===== src/rtl/multicycle_ctrl_fsm_pkg.sv =====
// Shared types and constants for the multi-cycle RV32I control sequencer.
//   ctrl_state_e : sequencer phase encoding
//   TRAP_*       : encodings reported on o_trap_cause
//   timer_width  : counter width needed to reach a given wait limit
package multicycle_ctrl_fsm_pkg;

  typedef enum logic [2:0] {
    FETCH  = 3'd0,
    DECODE = 3'd1,
    EXEC   = 3'd2,
    MEM    = 3'd3,
    WB     = 3'd4,
    TRAP   = 3'd5
  } ctrl_state_e;

  localparam logic TRAP_ILLEGAL = 1'b0;
  localparam logic TRAP_TIMEOUT = 1'b1;

  // A limit of 0 (timeout disabled) still gets a 1-bit counter so the
  // timer keeps a legal, constant-width declaration.
  function automatic int unsigned timer_width(input int unsigned limit);
    return (limit == 0) ? 1 : $clog2(limit + 1);
  endfunction

endpackage


===== src/rtl/multicycle_ctrl_fsm_if.sv =====
// Bus between the control sequencer and the rest of the core.
//   i_inst_valid, i_rd_wren, i_mem_wren, i_is_load : decode results
//   i_mem_ack                                      : memory completion
//   o_mem_req, o_mem_we, o_mem_addr_sel            : memory port control
//   o_ir_en, o_pc_en, o_rd_wren                    : datapath enables
//   o_retire, o_trap, o_trap_cause, o_retire_cnt   : status
// slave  : sequencer side.  master : core / memory side.
interface multicycle_ctrl_fsm_if;
  logic        i_inst_valid;
  logic        i_rd_wren;
  logic        i_mem_wren;
  logic        i_is_load;
  logic        i_mem_ack;
  logic        o_mem_req;
  logic        o_mem_we;
  logic        o_mem_addr_sel;
  logic        o_ir_en;
  logic        o_pc_en;
  logic        o_rd_wren;
  logic        o_retire;
  logic        o_trap;
  logic        o_trap_cause;
  logic [31:0] o_retire_cnt;

  modport slave (
    input  i_inst_valid, i_rd_wren, i_mem_wren, i_is_load, i_mem_ack,
    output o_mem_req, o_mem_we, o_mem_addr_sel, o_ir_en, o_pc_en,
           o_rd_wren, o_retire, o_trap, o_trap_cause, o_retire_cnt
  );

  modport master (
    output i_inst_valid, i_rd_wren, i_mem_wren, i_is_load, i_mem_ack,
    input  o_mem_req, o_mem_we, o_mem_addr_sel, o_ir_en, o_pc_en,
           o_rd_wren, o_retire, o_trap, o_trap_cause, o_retire_cnt
  );
endinterface


===== src/rtl/multicycle_ctrl_fsm_mem_wait_timer.sv =====
// Wait-cycle counter shared by the fetch and data memory phases.
//   i_clk, i_reset : clock, asynchronous active-high reset
//   i_clear        : hold the count at zero (outside a request phase)
//   i_count        : one more request cycle without acknowledge
//   o_expired      : count has reached MEM_TIMEOUT (never when MEM_TIMEOUT=0)
module multicycle_ctrl_fsm_mem_wait_timer
  import multicycle_ctrl_fsm_pkg::*;
#(
  parameter int unsigned MEM_TIMEOUT = 255
) (
  input  logic i_clk,
  input  logic i_reset,
  input  logic i_clear,
  input  logic i_count,
  output logic o_expired
);

  localparam int unsigned     CW     = timer_width(MEM_TIMEOUT);
  localparam logic [CW-1:0]   LIMIT  = CW'(MEM_TIMEOUT);
  localparam bit              TMO_EN = (MEM_TIMEOUT != 0);

  logic [CW-1:0] r_cnt;

  // Saturates at the limit: reaching it without an ack ends the request.
  always_ff @(posedge i_clk or posedge i_reset) begin
    if (i_reset)                      r_cnt <= '0;
    else if (i_clear)                 r_cnt <= '0;
    else if (i_count && r_cnt != LIMIT) r_cnt <= r_cnt + 1'b1;
  end

  assign o_expired = TMO_EN && (r_cnt == LIMIT);

endmodule


===== src/rtl/multicycle_ctrl_fsm.sv =====
// Phase sequencer for the multi-cycle RV32I core. Steps through
// FETCH/DECODE/EXEC/MEM/WB, sharing one memory port between instruction
// fetch and load/store, and traps on illegal opcodes or memory timeouts.
//   i_clk   : core clock, rising edge
//   i_reset : asynchronous active-high reset (returns to FETCH)
//   bus     : multicycle_ctrl_fsm_if.slave (decode inputs, memory
//             handshake, datapath enables, retire/trap status)
// Parameter MEM_TIMEOUT: max wait cycles per memory request, 0 disables.
// Optional macro RETIRE_CNT_EN: adds the 32-bit retired-instruction
// counter on o_retire_cnt; without it o_retire_cnt is constant zero.
module multicycle_ctrl_fsm
  import multicycle_ctrl_fsm_pkg::*;
#(
  parameter int unsigned MEM_TIMEOUT = 255
) (
  input logic                  i_clk,
  input logic                  i_reset,
  multicycle_ctrl_fsm_if.slave bus
);

  ctrl_state_e r_state;
  logic        r_trap_cause;

  logic w_in_req_state;
  logic w_req;
  logic w_expired;
  logic w_retire;

  assign w_in_req_state = (r_state == FETCH) || (r_state == MEM);
  // Reset forces FETCH, so the request is masked by reset to let it drop
  // immediately and to keep the aborted fetch from latching the IR.
  assign w_req          = w_in_req_state && !i_reset;
  assign w_retire       = (r_state == WB);

  multicycle_ctrl_fsm_mem_wait_timer #(
    .MEM_TIMEOUT (MEM_TIMEOUT)
  ) u_wait_timer (
    .i_clk     (i_clk),
    .i_reset   (i_reset),
    .i_clear   (!w_in_req_state),
    .i_count   (w_req && !bus.i_mem_ack),
    .o_expired (w_expired)
  );

  // An ack in the expiry cycle takes priority over the timeout.
  always_ff @(posedge i_clk or posedge i_reset) begin
    if (i_reset) begin
      r_state      <= FETCH;
      r_trap_cause <= TRAP_ILLEGAL;
    end else begin
      case (r_state)
        FETCH: begin
          if (bus.i_mem_ack) begin
            r_state <= DECODE;
          end else if (w_expired) begin
            r_state      <= TRAP;
            r_trap_cause <= TRAP_TIMEOUT;
          end
        end
        DECODE: begin
          if (bus.i_inst_valid) begin
            r_state <= EXEC;
          end else begin
            r_state      <= TRAP;
            r_trap_cause <= TRAP_ILLEGAL;
          end
        end
        EXEC: r_state <= (bus.i_is_load || bus.i_mem_wren) ? MEM : WB;
        MEM: begin
          if (bus.i_mem_ack) begin
            r_state <= WB;
          end else if (w_expired) begin
            r_state      <= TRAP;
            r_trap_cause <= TRAP_TIMEOUT;
          end
        end
        WB:      r_state <= FETCH;
        TRAP:    r_state <= TRAP;
        default: r_state <= FETCH;
      endcase
    end
  end

  assign bus.o_mem_req      = w_req;
  assign bus.o_mem_addr_sel = (r_state == MEM);
  assign bus.o_mem_we       = (r_state == MEM) && bus.i_mem_wren;
  assign bus.o_ir_en        = (r_state == FETCH) && !i_reset && bus.i_mem_ack;
  assign bus.o_pc_en        = w_retire;
  // Stores never write rd, whatever the decoder reports for rd.
  assign bus.o_rd_wren      = w_retire && bus.i_rd_wren && !bus.i_mem_wren;
  assign bus.o_retire       = w_retire;
  assign bus.o_trap         = (r_state == TRAP);
  assign bus.o_trap_cause   = r_trap_cause;

`ifdef RETIRE_CNT_EN
  logic [31:0] r_retire_cnt;

  always_ff @(posedge i_clk or posedge i_reset) begin
    if (i_reset)       r_retire_cnt <= 32'd0;
    else if (w_retire) r_retire_cnt <= r_retire_cnt + 32'd1;
  end

  assign bus.o_retire_cnt = r_retire_cnt;
`else
  assign bus.o_retire_cnt = 32'd0;
`endif

endmodule


===== src/flat_wrapper.sv =====
// flat-port wrapper written by rule: the top's interface ports become plain ports
module multicycle_ctrl_fsm_flat import multicycle_ctrl_fsm_pkg::*;
#(
  parameter int unsigned MEM_TIMEOUT = 255
)
  (i_clk, i_reset, bus_i_inst_valid, bus_i_rd_wren, bus_i_mem_wren, bus_i_is_load, bus_i_mem_ack, bus_o_mem_req, bus_o_mem_we, bus_o_mem_addr_sel, bus_o_ir_en, bus_o_pc_en, bus_o_rd_wren, bus_o_retire, bus_o_trap, bus_o_trap_cause, bus_o_retire_cnt);
  multicycle_ctrl_fsm_if bus_i ();
  input logic i_clk;
  input logic i_reset;
  input wire logic [$bits(bus_i.i_inst_valid)-1:0] bus_i_inst_valid;
  input wire logic [$bits(bus_i.i_rd_wren)-1:0] bus_i_rd_wren;
  input wire logic [$bits(bus_i.i_mem_wren)-1:0] bus_i_mem_wren;
  input wire logic [$bits(bus_i.i_is_load)-1:0] bus_i_is_load;
  input wire logic [$bits(bus_i.i_mem_ack)-1:0] bus_i_mem_ack;
  output wire logic [$bits(bus_i.o_mem_req)-1:0] bus_o_mem_req;
  output wire logic [$bits(bus_i.o_mem_we)-1:0] bus_o_mem_we;
  output wire logic [$bits(bus_i.o_mem_addr_sel)-1:0] bus_o_mem_addr_sel;
  output wire logic [$bits(bus_i.o_ir_en)-1:0] bus_o_ir_en;
  output wire logic [$bits(bus_i.o_pc_en)-1:0] bus_o_pc_en;
  output wire logic [$bits(bus_i.o_rd_wren)-1:0] bus_o_rd_wren;
  output wire logic [$bits(bus_i.o_retire)-1:0] bus_o_retire;
  output wire logic [$bits(bus_i.o_trap)-1:0] bus_o_trap;
  output wire logic [$bits(bus_i.o_trap_cause)-1:0] bus_o_trap_cause;
  output wire logic [$bits(bus_i.o_retire_cnt)-1:0] bus_o_retire_cnt;
  assign bus_i.i_inst_valid = bus_i_inst_valid;
  assign bus_i.i_rd_wren = bus_i_rd_wren;
  assign bus_i.i_mem_wren = bus_i_mem_wren;
  assign bus_i.i_is_load = bus_i_is_load;
  assign bus_i.i_mem_ack = bus_i_mem_ack;
  assign bus_o_mem_req = bus_i.o_mem_req;
  assign bus_o_mem_we = bus_i.o_mem_we;
  assign bus_o_mem_addr_sel = bus_i.o_mem_addr_sel;
  assign bus_o_ir_en = bus_i.o_ir_en;
  assign bus_o_pc_en = bus_i.o_pc_en;
  assign bus_o_rd_wren = bus_i.o_rd_wren;
  assign bus_o_retire = bus_i.o_retire;
  assign bus_o_trap = bus_i.o_trap;
  assign bus_o_trap_cause = bus_i.o_trap_cause;
  assign bus_o_retire_cnt = bus_i.o_retire_cnt;
  multicycle_ctrl_fsm #(.MEM_TIMEOUT(MEM_TIMEOUT)) u_core (.i_clk(i_clk), .i_reset(i_reset), .bus(bus_i));
endmodule

===== config.mk =====
export PLATFORM = sky130hd
export DESIGN_NAME = multicycle_ctrl_fsm_flat
export DESIGN_NICKNAME = d
export VERILOG_FILES = /design/src/rtl/multicycle_ctrl_fsm_pkg.sv /design/src/rtl/multicycle_ctrl_fsm_if.sv /design/src/rtl/multicycle_ctrl_fsm_mem_wait_timer.sv /design/src/rtl/multicycle_ctrl_fsm.sv /design/src/flat_wrapper.sv
export SDC_FILE = /design/constraint.sdc
export NUM_CORES = 1
export LEC_CHECK = 0
export BUFFER_PORTS_ARGS = -buffer_cell sky130_fd_sc_hd__buf_2
export CAP_MARGIN = 20
export CORE_MARGIN = 4
export CORE_UTILIZATION = 45
export CTS_CLUSTER_SIZE = 20
export DETAILED_ROUTE_END_ITERATION = 10
export PLACE_DENSITY_LB_ADDON = 0.15
export SYNTH_ARGS = -nofsm -noshare
export SYNTH_HDL_FRONTEND = slang
export SYNTH_SLANG_ARGS = --single-unit

===== constraint.sdc =====
create_clock -name i_clk -period 1.6 [get_ports i_clk]
set_clock_uncertainty 0.15 [all_clocks]
set_input_delay 0.16 -clock i_clk [delete_from_list [all_inputs] [get_ports i_clk]]
set_output_delay 0.16 -clock i_clk [all_outputs]
set_load 0.03 [all_outputs]

==> qor.txt, run 1 <==
status -> finished, violations left
failing checks -> setup timing
vias in the first global route -> 713
Final Slew Violations -> 0
final hold violations -> 0
Total Routing Usage GR -> 0.1222
post-layout min period -> 1.727 ns
required time of the critical path -> 1.29 ns
DRC viols -> 0
area grow syn2layout -> 18.86%
Worst-Skew Late Latency -> 0.27 ns
total CTS buffers -> 3
nets -> 151
Clk pwr share -> 0.120
Worst Slack Setup Final -> -0.1272 ns
area share of the largest cell type after synthesis -> 0.2920
WS Path Type -> flop to output port
R2R depth -> 5
initial core utilization -> 0.4694
Post-synth EDFFs -> 0
Yosys cell types -> 36
HP Start -> bus_i_inst_valid
Logic pwr share -> 0.610
Die Span Y -> 55.81 um
top-count cell post-synth -> buf_4
Fmax -> 579.0 MHz
Placed Cells incl. Taps -> 163
cell taking the most area after synthesis -> dfrtp_1
Cells after Synth -> 116
global-route wire length before repair -> 3105 um
Hold EP -> u_core.r_state[1]
CTS tree -> done
DRT Wirelength -> 2068 um
die width -> 55.81 um
DP HPWL -> 1581 um
# H-tree levels -> 1
CP max FO -> 4
routability-driven placement congestion ratio -> 0.8089
r2r setup slk -> 0.08 ns
vias per cell -> 4.710
Placeable Area -> 2191 um2
Seq/Total Area, Yosys -> 0.2920
Max-cap violations -> 0
Post-synth top cells -> buf_4 (33), dfrtp_1 (12), nor2_1 (12)
IO Port Bufs -> 15
initial drt markers -> 13
average wire per standard cell -> 12.24 um
Syn Std Cell Area -> 1028 um2
clock root buffer -> clkbuf_4
min-delay worst type -> input port to flop
initial antenna violation count -> 0
Worst-path clk slew -> 0.07 ns
I/O pin cnt -> 48
Max clock buf depth -> 2
DIE AREA -> 3114 um2
GR Overflow Total -> 0
Worst EP arrival -> 1.42 ns
final cell count without fillers -> 169
Sw Ratio -> 0.4432
R2R Path Start -> u_core.r_state[0]
synth warn -> 0
n_diodes -> 0
number of detailed-route iterations in the first pass -> 4
Pleak -> 0.6048 nW
register bit total from synthesis -> 12
total number of vias -> 796
Reg power frac -> 0.270
Peak VDD IR -> 646.7 uV
pin count of the biggest net entering global routing -> 13
remaining antenna violation count -> 0
ranking of synthesized cells by area -> dfrtp_1 (29%), buf_4 (24%), nor2_1 (4.4%), xor2_1 (3.4%), nor2b_4 (2.7%)
hold path depth -> 3
Syn Area/Cell -> 8.866 um2
crit end category -> output port
Most used DFF post-synth -> dfrtp_1
RSZ-0062 raised after global routing -> yes
Int Power -> 0.8693 mW
switching power -> 0.6921 mW
Power Density -> 1277 nW/um2
Tcrit/Tclk final -> 1.080
Worst Setup Start Kind -> flop
# rows -> 17
Async SR Flop Fraction -> 1.000
R2R Path End -> u_core.u_wait_timer.r_cnt[6]
CTS Sinks -> 12
pre-CTS WS -> -0.02301 ns
Final setup viols -> 4
share of layout cells above drive strength 1 -> 0.3546
## registers in the layout (all words and copies together), names as in the netlist
register and cells:
u_core.u_wait_timer.r_cnt 8, u_core.bus.o_trap_cause 1, u_core.r_state 3
## layout make-up
type | instances | area (um2)
inverters | 2 | 7.507
clock buffers | 3 | 22.52
well taps | 28 | 35.03
multi-input cells | 97 | 641.9
repair buffers | 27 | 212.7
flip-flops and latches | 12 | 302.8
fillers | 209 | 968.4
## placed cells by master, fill, tap and decap left out, drive strengths merged, types with 2 or more instances in the layout
master	instances
nor3	4
nor2	12
a22oi	2
o21ai	3
and3	3
and2	3
xor2	4
dfrtp	12
conb	32
buf	26
a21oi	4
clkbuf	3
and4	2
o41ai	2
nor2b	3
nand3	2
o2111ai	3
inv	2
nand2	5
## cells by family after synthesis
logic type | count (synthesis) | share of synthesized area
flops | 12 | 0.2920
xor+xnor | 5 | 0.04258
fa+ha+maj | 1 | 0.01216
buf+inv | 38 | 0.2737
simple gates | 41 | 0.2494
compound gates | 17 | 0.1168
mux | 1 | 0.009733
other cells | 1 | 0.003646
## routing by layer
metal | global-route usage | up-vias | wire (um) | part of all wire
met5 | 0 | - | 0 | 0
met4 | 0.03125 | 0 | 17 | 0.0082
met3 | 0.02552 | 4 | 142 | 0.069
met2 | 0.2297 | 21 | 1115 | 0.54
met1 | 0.1378 | 380 | 792 | 0.38
li1 | - | 391 | - | -
## stage by stage
step	utilization	setup TNS [ns]	hold slack, ns	cell area [um2]	total power [mW]
2_1_floorplan	-	0	-0.1253	1155	1.049
3_3_place_gp	0.4832	0	0.1230	1059	1.166
3_5_place_dp	0.4832	-0.02301	0.1329	1059	1.184
4_1_cts	0.5317	-0.2792	0.02107	1165	1.527
5_1_grt	0.5580	-0.7571	0.04458	1222	1.664
6_report	0.5580	-0.3430	0.02146	1222	1.561
## worst max path at each step
stage / cells past startpoint / slack [ns] / from / end
floorplan: 5 / 0.03 / u_core.r_state[0] / bus_o_mem_req
global placement: 4 / 0.05 / u_core.u_wait_timer.r_cnt[0] / u_core.u_wait_timer.r_cnt[6]
detailed placement: 6 / -0.02 / u_core.u_wait_timer.r_cnt[0] / u_core.r_state[2]
CTS: 4 / -0.13 / u_core.r_state[0] / bus_o_mem_req
global route: 5 / -0.18 / u_core.r_state[0] / bus_o_rd_wren
finish: 4 / -0.13 / u_core.r_state[0] / bus_o_mem_req
## power by group through the flow
stage | registers (mW) | clock network, mW | logic, mW
6_report | 0.422 | 0.187 | 0.952
5_1_grt | 0.433 | 0.212 | 1.02
4_1_cts | 0.415 | 0.191 | 0.921
3_5_place_dp | 0.409 | 0 | 0.774
3_3_place_gp | 0.404 | 0 | 0.762
2_1_floorplan | 0.394 | 0 | 0.655
## worst max-delay path, stage by stage, from the launching register on
cell,delay [ns]
dfrtp_2,0.44
nor2b_4,0.14
or3_4,0.34
nor2_4,0.09
buf_6,0.13
## repair_timing
action	CTS	global route
resized for setup	22	8
endpoints found under the hold margin	12	0
hold buffers	1	0
setup endpoints to repair	9	18
pin swaps	3	4
setup buffers	1	1
Note: power is estimated with default switching activity, not from simulation.
==> run 2, diff against run 1 <==
--- a/config.mk
+++ b/config.mk
@@ -9,9 +9,9 @@
 export CAP_MARGIN = 20
 export CORE_MARGIN = 4
 export CORE_UTILIZATION = 45
-export CTS_CLUSTER_SIZE = 20
 export DETAILED_ROUTE_END_ITERATION = 10
 export PLACE_DENSITY_LB_ADDON = 0.15
+export SKIP_CTS_REPAIR_TIMING = 1
 export SYNTH_ARGS = -nofsm -noshare
 export SYNTH_HDL_FRONTEND = slang
 export SYNTH_SLANG_ARGS = --single-unit
==> constraint.sdc (replaced) <==
create_clock -name i_clk -period 1.7 [get_ports i_clk]
set_clock_uncertainty 0.15 [all_clocks]
set_input_delay 0.17 -clock i_clk [delete_from_list [all_inputs] [get_ports i_clk]]
set_output_delay 0.17 -clock i_clk [all_outputs]
set_load 0.03 [all_outputs]
==> run 2 against run 1 <==
Net effect:
- the run still ends with setup timing left
- non-clock buffer count shrank 6
- worst hold slack gained 0.0047 ns
- die area is the same
- design area shrank 10%
- via count shrank 2.4%
- routed wire length shrank 4.7%
- final cell count shrank 3.6%
- largest power group unchanged
- highest routed layer is now met3
==> qor.txt, run 2 (synthesis results as in run 1) <==
Tcrit/Tclk final -> 1.041
required time of the critical path -> 1.38 ns (+0.09 ns)
total power -> 1.322 mW (-15%)
CTS tree -> done
Final Slew Violations -> 0 (unchanged)
initial antenna violation count -> 0 (unchanged)
Total Routing Usage GR -> 0.1201 (-0.002047)
Placeable Area -> 2191 um2 (unchanged)
DIE AREA -> 3114 um2 (unchanged)
slowest CP cell -> dfrtp_2
Worst-path clk slew -> 0.08 ns (about the same)
Worst Setup Start Kind -> flop
initial drt markers -> 21 (+8)
crit end category -> output port
IO Port Bufs -> 15 (unchanged)
CTS Sinks -> 12 (unchanged)
slowest stage delay, CP -> 0.46 ns (+0.02 ns)
clock root buffer -> clkbuf_4
status -> finished, violations left
final cell count without fillers -> 163 (-3.6%)
Peak VDD IR -> 540.9 uV (-16%)
CP top delay family -> simple AND/OR/NAND/NOR gates
post-layout min period -> 1.769 ns
Final setup viols -> 1 (-3)
nets -> 145 (-4.0%)
Max clock buf depth -> 2 (unchanged)
Final Core Density -> 0.5014 (-0.05654)
GR Overflow Total -> 0 (unchanged)
routability-driven placement congestion ratio -> 0.7790 (-3.7%)
total CTS buffers -> 3 (unchanged)
number of detailed-route iterations in the first pass -> 4 (unchanged)
final hold violations -> 0 (unchanged)
# H-tree levels -> 1 (unchanged)
pre-CTS WS -> 0.06015 ns (+0.08316 ns)
share of layout cells above drive strength 1 -> 0.2741 (-0.08054)
failing checks -> setup timing
# fillers -> 225 (+7.7%)
total number of vias -> 777 (-2.4%)
DRC viols -> 0 (unchanged)
vias per cell -> 4.767 (+1.2%)
min-delay worst type -> input port to flop
commonest non-fill, non-tap cell in the layout -> conb_1
area of the multi-input gates -> 590.6 um2 (-8.0%)
critical path startpoint -> u_core.r_state[0]
n_diodes -> 0 (unchanged)
DP HPWL -> 1484 um (-6.1%)
most frequent cells in the layout -> conb_1 (32), buf_2 (11), nor2_1 (10), dfrtp_1 (10), buf_4 (7)
Finished Cell Area -> 1099 um2 (-10%)
remaining antenna violation count -> 0 (unchanged)
area grow syn2layout -> 6.812%
Fin Setup TNS -> -0.06888 ns (+0.2741 ns)
Fmax -> 565.3 MHz
Power Density -> 1204 nW/um2 (-5.8%)
Worst-Skew Late Latency -> 0.28 ns (about the same)
DRT Wirelength -> 1970 um (-4.7%)
CP bufs+invs -> 1 (unchanged)
R2R Path Start -> u_core.u_wait_timer.r_cnt[1]
# rows -> 17 (unchanged)
Placed Cells incl. Taps -> 159 (-2.5%)
hold_ws -> 0.02616 ns (+0.004700 ns)
RSZ-0062 raised after global routing -> yes
Worst Slack Setup Final -> -0.06888 ns (+0.05835 ns)
average wire per standard cell -> 12.09 um (-1.2%)
Cell Area, Placed -> 1021 um2 (-3.5%)
pin count of the biggest net entering global routing -> 13 (unchanged)
Die Span Y -> 55.81 um (unchanged)
die width -> 55.81 um (unchanged)
Worst EP arrival -> 1.45 ns (+0.03 ns)
Pleak -> 0.5684 nW (-6.0%)
global-route wire length before repair -> 3022 um (-2.7%)
Sequential Area -> 302.8 um2 (unchanged)
WS Path Type -> flop to output port
HP Start -> bus_i_inst_valid
max reg flops -> 8 (unchanged)
vias in the first global route -> 672 (-5.8%)
crit path cell chain -> nor2b_4 > or3_4 > nor2_4 > buf_6
Max-cap violations -> 0 (unchanged)
initial core utilization -> 0.4694 (unchanged)
largest register by flop count -> u_core.u_wait_timer.r_cnt
I/O pin cnt -> 48 (unchanged)
CP max FO -> 4 (unchanged)
-- run 2: changes by cell type in the layout (fill, tap and decap cells not counted), sizes merged --
cell and delta:
buf -6
-- run 2: tightest hold or removal path, delay by kind of cell --
kind	cells	cell delay (ns)
buf+inv	1	0.11
compound gates	1	0.08
simple gates	1	0.06
-- run 2: cell type report --
| type | count | area share |
|---|---|---|
| Timing Repair Buffer | 21 | 0.1276 |
| Multi-Input combinational cell | 97 | 0.5376 |
| Clock buffer | 3 | 0.02050 |
| Sequential cell | 12 | 0.2756 |
| Inverter | 2 | 0.006834 |
| Tap cell | 28 | 0.03189 |
-- run 2: worst paths after layout --
path / slack (ns) / cells past startpoint / end
max: -0.07 / 4 / bus_o_mem_req
min: 0.03 / 3 / u_core.r_state[1]
max reg2reg: 0.11 / 4 / u_core.u_wait_timer.r_cnt[6]
min reg2reg: 0.37 / 1 / u_core.r_state[1]
max in group asynchronous: 0.69 / 3 / u_core.r_state[2]
min in group asynchronous: 0.37 / 3 / u_core.u_wait_timer.r_cnt[4]
-- run 2: routing by layer --
metal | vias up | GRT usage | wire [um]
met5 | - | 0 | 0
met4 | 0 | 0.02083 | 0
met3 | 0 | 0.06032 | 179
met2 | 30 | 0.1976 | 988
met1 | 366 | 0.1416 | 802
li1 | 381 | - | -
-- run 2: where the power goes --
part	switching (mW)	internal [mW]	total, mW
combinational	0.453	0.290	0.743
clock	0.0969	0.0821	0.179
sequential	0.0636	0.337	0.400
total	0.614	0.708	1.32
==> run 3, diff against run 2 <==
--- a/config.mk
+++ b/config.mk
@@ -5,6 +5,7 @@
 export SDC_FILE = /design/constraint.sdc
 export NUM_CORES = 1
 export LEC_CHECK = 0
+export ABC_AREA = 1
 export BUFFER_PORTS_ARGS = -buffer_cell sky130_fd_sc_hd__buf_2
 export CAP_MARGIN = 20
 export CORE_MARGIN = 4
==> run 3 against run 2 <==
Net effect:
- the run now ends clean
- sequential share of layout area shrank 1.3 points
- critical endpoint unchanged
- area after synthesis grew 4.0%
- highest routed layer unchanged
- non-clock buffer count shrank 1
- synthesized cell count grew 31%
- via count grew 13%
- sequential power is essentially flat
- worst hold slack lost 0.025 ns
- critical path type unchanged
- register-to-register slack gained 0.06 ns
- design area grew 4.6%
- die area grew 3.4%
- sequential cell count is the same
- routed wire length grew 6.3%
- largest power group unchanged
==> qor.txt, run 3 <==
WS Path Type -> flop to output port
initial core utilization -> 0.4790 (+0.009546)
CTS tree -> done
global-route wire length before repair -> 3125 um (+3.4%)
Cells after Synth -> 152 (+31%)
status -> finished clean
cell taking the most area after synthesis -> dfrtp_1
Int Power -> 0.6778 mW (-4.3%)
hold_ws -> 0.001132 ns (-0.02502 ns)
Sw Ratio -> 0.5098 (+0.04556)
Worst Setup Start Kind -> flop
Max clock buf depth -> 2 (unchanged)
Power Density -> 1204 nW/um2 (about the same)
Fmax -> 605.8 MHz (+7.2%)
IO Port Bufs -> 15 (unchanged)
share of layout cells above drive strength 1 -> 0.2023 (-0.07176)
Placed Cells incl. Taps -> 194 (+22%)
routability-driven placement congestion ratio -> 0.7752 (-0.49%)
Most used DFF post-synth -> dfrtp_1
pin count of the biggest net entering global routing -> 16 (+3)
Total Routing Usage GR -> 0.1217 (+0.001627)
Finished Cell Area -> 1149 um2 (+4.6%)
synth warn -> 0 (unchanged)
CP max FO -> 4 (unchanged)
n_diodes -> 0 (unchanged)
GR Overflow Total -> 0 (unchanged)
commonest non-fill, non-tap cell in the layout -> conb_1
initial drt markers -> 17 (-19%)
Syn Std Cell Area -> 1070 um2 (+4.0%)
total number of vias -> 878 (+13%)
Reg power frac -> 0.287 (-0.016)
area grow syn2layout -> 7.368%
DIE AREA -> 3221 um2 (+3.4%)
ranking of synthesized cells by area -> dfrtp_1 (28%), buf_4 (23%), nand2_1 (11%), nand3_1 (9.8%), inv_1 (5.3%)
Die Span Y -> 56.76 um (+1.7%)
Worst-Skew Late Latency -> 0.28 ns (about the same)
Logic pwr share -> 0.545 (-0.017)
vias per cell -> 4.368 (-8.4%)
nets -> 182 (+26%)
total CTS buffers -> 3 (unchanged)
Pleak -> 0.6799 nW (+20%)
remaining antenna violation count -> 0 (unchanged)
final cell count without fillers -> 201 (+23%)
min-delay worst type -> input port to flop
# rows -> 17 (unchanged)
number of detailed-route iterations in the first pass -> 6 (+2)
DRC viols -> 0 (unchanged)
average wire per standard cell -> 10.42 um (-14%)
Clk pwr share -> 0.167 (+0.032)
DP HPWL -> 1586 um (+6.8%)
I/O pin cnt -> 48 (unchanged)
Placeable Area -> 2233 um2 (+1.9%)
Tcrit/Tclk final -> 0.9709 (-0.06959)
Seq/Total Area, Yosys -> 0.2807 (-0.01127)
most frequent cells in the layout -> conb_1 (32), nand2_1 (31), nand3_1 (21)
Max-cap violations -> 0 (unchanged)
switching power -> 0.7048 mW (+15%)
Final Core Density -> 0.5143 (+0.01286)
initial antenna violation count -> 0 (unchanged)
Cell Area, Placed -> 1059 um2 (+3.7%)
Yosys cell types -> 23 (-36%)
CTS Sinks -> 12 (unchanged)
required time of the critical path -> 1.38 ns (about the same)
Peak VDD IR -> 626.3 uV (+16%)
area share of the largest cell type after synthesis -> 0.2807 (-0.01127)
total power -> 1.383 mW (+4.6%)
Syn Area/Cell -> 7.038 um2 (-21%)
top-count cell post-synth -> buf_4
vias in the first global route -> 743 (+11%)
max reg flops -> 8 (unchanged)
Async SR Flop Fraction -> 1.000 (unchanged)
clock root buffer -> clkbuf_4
Worst-path clk slew -> 0.09 ns (about the same)
# H-tree levels -> 1 (unchanged)
final hold violations -> 0 (unchanged)
Final setup viols -> 0 (-1)
post-layout min period -> 1.651 ns (-0.1183 ns)
Worst EP arrival -> 1.33 ns (-0.12 ns)
Post-synth EDFFs -> 0 (unchanged)
crit end category -> output port
DRT Wirelength -> 2095 um (+6.3%)
# fillers -> 228 (+1.3%)
largest register by flop count -> u_core.u_wait_timer.r_cnt
die width -> 56.76 um (+1.7%)
Post-synth top cells -> buf_4 (33), nand2_1 (31), nand3_1 (21)
register bit total from synthesis -> 12 (unchanged)
Final Slew Violations -> 0 (unchanged)
[run 3: cell types whose count changed after synthesis, moves of 3 or more]
cell / delta
and3_1: -3
a21oi_1: -3
nand3_1: +19
nand2_2: +3
nand2_1: +26
o2111ai_1: -3
and2_1: -3
inv_1: +13
[run 3: metrics by stage]
stage / worst slack [ns] / setup TNS [ns]
2_1_floorplan: 0.05460 / 0
3_3_place_gp: 0.1862 / 0
3_5_place_dp: 0.1914 / 0
4_1_cts: -0.05145 / -0.07646
5_1_grt: -0.001106 / -0.001106
6_report: 0.04942 / 0
[run 3: power by group through the flow]
stage	clock [mW]	combinational [mW]	sequential [mW]
floorplan	0	0.601	0.378
global placement	0	0.669	0.386
detailed placement	0	0.674	0.388
CTS	0.240	0.679	0.381
global route	0.253	0.812	0.404
finish	0.231	0.754	0.397
[run 3: area by class of cell]
class	instances	area, um2	area share
timing repair buffer	20	120.1	0.1046
inverter	16	60.06	0.05229
tap	28	35.03	0.03050
clock buffer	4	36.28	0.03159
multi-input combinational	121	595.6	0.5185
sequential	12	301.5	0.2625
[run 3: critical path: stages, from the launching register on]
cell     delay, ns
dfrtp_2       0.46
nor2_4        0.16
nand2_4       0.09
a21oi_2       0.16
buf_4         0.18
[run 3: worst paths after layout]
path | from | endpoint | slack (ns) | depth (start not counted)
worst min-delay path | bus_i_inst_valid | u_core.bus.o_trap_cause | 0.001 | 3
worst max register to register | u_core.r_state[0] | u_core.u_wait_timer.r_cnt[5] | 0.17 | 7
worst max-delay path | u_core.r_state[0] | bus_o_mem_req | 0.05 | 4
min in group asynchronous | i_reset | u_core.r_state[2] | 0.41 | 4
worst min register to register | u_core.bus.o_trap_cause | u_core.bus.o_trap_cause | 0.37 | 2
max in group asynchronous | i_reset | u_core.r_state[0] | 0.82 | 4
[run 3: cells by family after synthesis]
| logic type | synth area share |
|---|---|
| other | 0.003505 |
| buffers and inverters | 0.2924 |
| adders and majority gates | 0.01169 |
| and+or+nand+nor | 0.3556 |
| AOI/OAI and AO/OA | 0.03158 |
| DFF | 0.2807 |
| xor gates and xnor gates | 0.02457 |
[run 3: routing by layer]
metal | share of wire | GRT usage | vias up
met3 | 0.070 | 0.04828 | 0
met1 | 0.40 | 0.1348 | 401
li1 | - | - | 456
met2 | 0.53 | 0.2211 | 21
met5 | 0 | 0 | -
met4 | 0 | 0.01987 | 0
